## config.mk

```make
export PLATFORM = sky130hd
export DESIGN_NAME = fetch_stage
export DESIGN_NICKNAME = d
export VERILOG_FILES = /design/src/rtl/fetch_stage.sv
export SDC_FILE = /design/constraint.sdc
export NUM_CORES = 1
export LEC_CHECK = 0
export ABC_AREA = 1
export CAP_MARGIN = 5
export CORE_UTILIZATION = 41
export DETAILED_ROUTE_END_ITERATION = 10
export PLACE_DENSITY = 0.79
export SLEW_MARGIN = 20
export SYNTH_ARGS = -nofsm -noshare
export SYNTH_HDL_FRONTEND = slang
export SYNTH_SLANG_ARGS = --single-unit
```

## constraint.sdc

```tcl
create_clock -name clk -period 1.2 [get_ports clk]
set_input_delay 0.3 -clock clk [delete_from_list [all_inputs] [get_ports clk]]
set_output_delay 0.3 -clock clk [all_outputs]
set_load 0.01 [all_outputs]
```

## src/rtl/fetch_stage.sv

```systemverilog
// fetch_stage: PC, instruction-memory request and IF/ID register with branch redirect, stall and halt.
module fetch_stage #(
  parameter int addrSize  = 16,
  parameter int instrSize = 32
) (
  input  logic                 clk,
  input  logic                 rst,
  input  logic                 pcWrEn,
  input  logic [addrSize-1:0]  branchTarget,
  input  logic                 stall,
  input  logic                 haltIn,
  input  logic [instrSize-1:0] instrIn,
  output logic [addrSize-1:0]  imemAddr,
  output logic                 imemEn,
  output logic [instrSize-1:0] instrOut,
  output logic [addrSize-1:0]  pcOut,
  output logic                 validOut,
  output logic                 flush,
  output logic                 halted
);
  typedef enum logic [1:0] {FILL, RUN, HALT} state_t;
  state_t               state_q, state_d;
  logic [addrSize-1:0]  pc_q, pc_d, fetch_pc_q, fetch_pc_d, pc_out_q, pc_out_d;
  logic [instrSize-1:0] instr_q, instr_d;
  logic                 valid_q, valid_d, imem_en;
  always_ff @(posedge clk) begin
    if (rst) begin
      state_q    <= FILL;
      pc_q       <= '0;
      fetch_pc_q <= '0;
      pc_out_q   <= '0;
      instr_q    <= '0;
      valid_q    <= 1'b0;
    end else begin
      state_q    <= state_d;
      pc_q       <= pc_d;
      fetch_pc_q <= fetch_pc_d;
      pc_out_q   <= pc_out_d;
      instr_q    <= instr_d;
      valid_q    <= valid_d;
    end
  end
  // Priority: halted freeze, redirect, fill, halt entry, normal advance; stall just falls through as a hold.
  always_comb begin
    state_d    = state_q;
    pc_d       = pc_q;
    fetch_pc_d = fetch_pc_q;
    pc_out_d   = pc_out_q;
    instr_d    = instr_q;
    valid_d    = valid_q;
    imem_en    = 1'b0;
    if (state_q == HALT) begin
      valid_d = 1'b0;
    end else if (pcWrEn) begin
      imem_en = 1'b1;
      pc_d    = branchTarget;
      valid_d = 1'b0;
      state_d = FILL;
    end else if (state_q == FILL) begin
      imem_en    = 1'b1;
      fetch_pc_d = pc_q;
      pc_d       = pc_q + 1'b1;
      valid_d    = 1'b0;
      state_d    = RUN;
    end else if (valid_q && haltIn) begin
      valid_d = 1'b0;
      state_d = HALT;
    end else if (!stall) begin
      imem_en    = 1'b1;
      instr_d    = instrIn;
      pc_out_d   = fetch_pc_q;
      valid_d    = 1'b1;
      fetch_pc_d = pc_q;
      pc_d       = pc_q + 1'b1;
    end
  end
  assign imemAddr = pc_q;
  assign imemEn   = imem_en;
  assign instrOut = instr_q;
  assign pcOut    = pc_out_q;
  assign validOut = valid_q;
  assign halted   = state_q == HALT;
  assign flush    = pcWrEn && state_q != HALT;
endmodule

```

==> impl_metrics.csv, run 1 <==
group,metric,value,unit
grt,track_usage,0.238,
synth,synth_nets,534,
cts,htree_levels,3,
synth,synth_compound_area_frac,0.182,
timing,fin_crit_sh,1.26,
cells_and_area,syn_to_final_growth,70.3,%
worst_hold_path,hp-class,"register to register",
cts,hold_buffers,0,
run_status,violations,"setup timing",
floorplanning,start_util,0.422,
place,gp_congestion,0.980,
pwr,p_sw_frac,0.277,
pwr,vdd_drop_max,0.000511,V
timing,clock_skew,0.0128,ns
job,cap_violations,0,
place,placed_cells,725,
cells_and_area,final_cell_mix,"nor2_1, buf_2, nand2_1",
pwr,power.leakage,2.67,nW
grt,grt_max_degree,49,
setup_path,worstReg2RegStart,"imemAddr[0]$_SDFFE_PP0P_",
synth,synthesis.instances,480,
timing,max_slew_margin,0.788,
cts,cts_tree,"done",
synth,synth-seq-area-share,0.479,
floorplanning,die_w,94.0,µm
drt,drtIter0Drc,180,
pwr,finalPower,0.00626,W
drt,wl_per_cell,16.0,µm
drt,ant_nets,0,
setup_path,critical_path_arrival,1.22,ns
timing,setup_slack,-0.316,ns
floorplanning,die_h,94.0,µm
synth,avgSynthCellArea,7.22,µm²
worst_hold_path,worstHoldStart,"fetch_pc_q[0]$_SDFFE_PP0P_",
timing,finalMaxSlewViolations,0,
synth,synth_adder_area_share,0.00361,
cells_and_area,layout_commonest_cell,"nor2_1",
cells_and_area,n_antenna_cell,0,
pwr,p_switching,0.00174,W
pwr,pwr-share-comb,0.186,
cts,cts_sinks,83,
drt,avgViaCountPerCell,5.37,
timing,worstMarginPinSlew,0.314,ns
place,place_ws,-0.720,ns
cells_and_area,layout-drive-gt1-share,0.471,
floorplanning,coreArea,0.00822,mm²
cells_and_area,stdcell_count,767,
pwr,p_seq_frac,0.478,
timing,fin_crit,1.52,ns
run_status,status,"complete, but fails checks",
floorplanning,rows,33,
synth,synthSimpleGateAreaFrac,0.260,
drt,post-route-drc-count,0,
setup_path,endpoint_kind,"primary output",
place,numPortBuffers,120,
cells_and_area,final_util,0.718,
synth,synth_seq_cells,83,
setup_path,startpoint,"state_q[0]$_SDFFE_PP0P_",
synth,yosys-mux-area-fraction,0,
cts,numCtsBuffers,9,
place,hpwl,7080,µm
synth,synth-async-reset-ratio,0,
cells_and_area,fin_nets,711,
drt,num_vias,4117,
synth,synthFlopType,"dfxtp_1",
synth,synth_top_family_by_area,"simple AND/OR/NAND/NOR gates",
timing,max_freq,660,MHz
cts,clk_path_buf_depth,2,
grt,grt_pass1_wl,16600,µm
grt,overflow,0,
timing,final-hold-violation-count,0,
drt,first_pass_iters,7,
cts,path_clk_slew,0.09,ns
floorplanning,ioPinCount,121,
setup_path,critPathMaxFanout,4,
grt,antenna_found_initial,0,
drt,drt_wl_total,12300,µm
synth,synth_area,0.00347,mm²
pwr,power.internal,0.00452,W
setup_path,worstSetupPathType,"register to primary output",
synth,synthXorXnorAreaFrac,0,
timing,rsz0062_at_grt,"yes",
cts,clk-insertion-delay-late,0.35,ns
setup_path,worstPathRequired,0.90,ns
timing,finalSetupViolCount,86,
synth,synth_cell_types,29,
grt,grt_pass1_vias,3713,
pwr,p_per_area,1060,mW/mm²
synth,ys_warn_count,0,
synth,synth-edff-count,0,
cts,cts-root-buf,"clkbuf_8",
pwr,clock_power_share,0.336,
setup_path,crit_path_start_kind,"register",
floorplanning,die-area,0.00883,mm²
[sequential cells by signal, summed over array words and instances, names as in the netlist]
name        cells
pcOut          16
fetch_pc_q     16
validOut        1
imemAddr       16
instrOut       32
state_q         2
[logic make-up (layout without fill, tap and decap cells)]
group	after synthesis	in the layout
simple gates	220	220
compound gates	118	118
flops	83	83
fa+ha+maj	1	1
buf+inv	58	240
[critical path, stage by stage, from the launching register on]
cell and delay, ns:
dfxtp_4 0.36, buf_6 0.11, nor2_4 0.17, nor2_1 0.08
buf_2 0.15
[area by class of cell]
class	instances	area (µm²)
clock inverter	6	70.1
tap	105	131
multi-input combinational	339	1970
clock buffer	10	138
sequential	83	1750
inverter	30	131
fill	599	2310
timing repair buffer	194	1720
[per-stage QoR]
stage,TNS (ns),hold slack (ns),cell area (µm²)
global placement,-45.52,0.445,5110
global route,-23.07,0.502,5900
floorplan,-0.0388,0.429,3500
CTS,-12.89,0.463,5280
detailed placement,-50.16,0.450,5110
finish,-16.95,0.481,5900
[layer usage]
layer | part of all wire | up-vias | global-route usage
li1 | - | 1927 | -
met1 | 0.39 | 1919 | 0.277
met2 | 0.51 | 227 | 0.417
met3 | 0.077 | 44 | 0.0413
met4 | 0.030 | 0 | 0.122
met5 | 0 | - | 0
[cell usage after synthesis (3+ instances only)]
master    instances  area [µm²]
nand3_1          24         120
dfxtp_1          83        1660
o31ai_1           3        22.5
nand4_1           4        25.0
nor2_2            3        18.8
o21ai_0          71         355
a21oi_1          37         185
inv_1            26        97.6
clkbuf_1          8        30.0
buf_4             5        37.5
nor2_1          113         424
nand2_1          68         255
inv_2             4        15.0
buf_2            12        60.1
[power groups by stage]
stage / registers [W] / clock network [W] / logic (W)
finish: 0.00299 / 0.00210 / 0.00116
global route: 0.00301 / 0.00229 / 0.00124
CTS: 0.00298 / 0.00214 / 0.000924
detailed placement: 0.00304 / 0 / 0.000939
global placement: 0.00304 / 0 / 0.000920
floorplan: 0.00308 / 0 / 0.000328
[final timing paths]
check / endpoint / slack, ns / cells past startpoint
setup / recovery: flush / -0.32 / 4
hold / removal: fetch_pc_q[0]$_SDFFE_PP0P_ / 0.48 / 2
setup reg to reg: imemAddr[6]$_SDFFE_PP0P_ / -0.30 / 6
hold reg to reg: fetch_pc_q[0]$_SDFFE_PP0P_ / 0.48 / 2
[repair_timing]
action | 4_1_cts | 5_1_grt
setup endpoints to repair | 148 | 89
buffers inserted | 6 | 15
pin swaps | 11 | 31
gates cloned | 2 | 4
hold endpoints to repair | 0 | 0
resized for setup | 373 | 133
(Power assumes the default switching activity.)
==> inputs of run 2 (changes only) <==
--- a/config.mk
+++ b/config.mk
@@ -6,7 +6,6 @@
 export NUM_CORES = 1
 export LEC_CHECK = 0
 export ABC_AREA = 1
-export CAP_MARGIN = 5
 export CORE_UTILIZATION = 41
 export DETAILED_ROUTE_END_ITERATION = 10
 export PLACE_DENSITY = 0.79
==> results of run 2 <==
Same layout as run 1: the final DEF is identical, and so are final timing and power.
==> inputs of run 3 (changes only) <==
--- a/config.mk
+++ b/config.mk
@@ -9,7 +9,6 @@
 export CORE_UTILIZATION = 41
 export DETAILED_ROUTE_END_ITERATION = 10
 export PLACE_DENSITY = 0.79
-export SLEW_MARGIN = 20
 export SYNTH_ARGS = -nofsm -noshare
 export SYNTH_HDL_FRONTEND = slang
 export SYNTH_SLANG_ARGS = --single-unit
==> results of run 3 <==
Same layout as run 1: the final DEF is identical, and so are final timing and power.
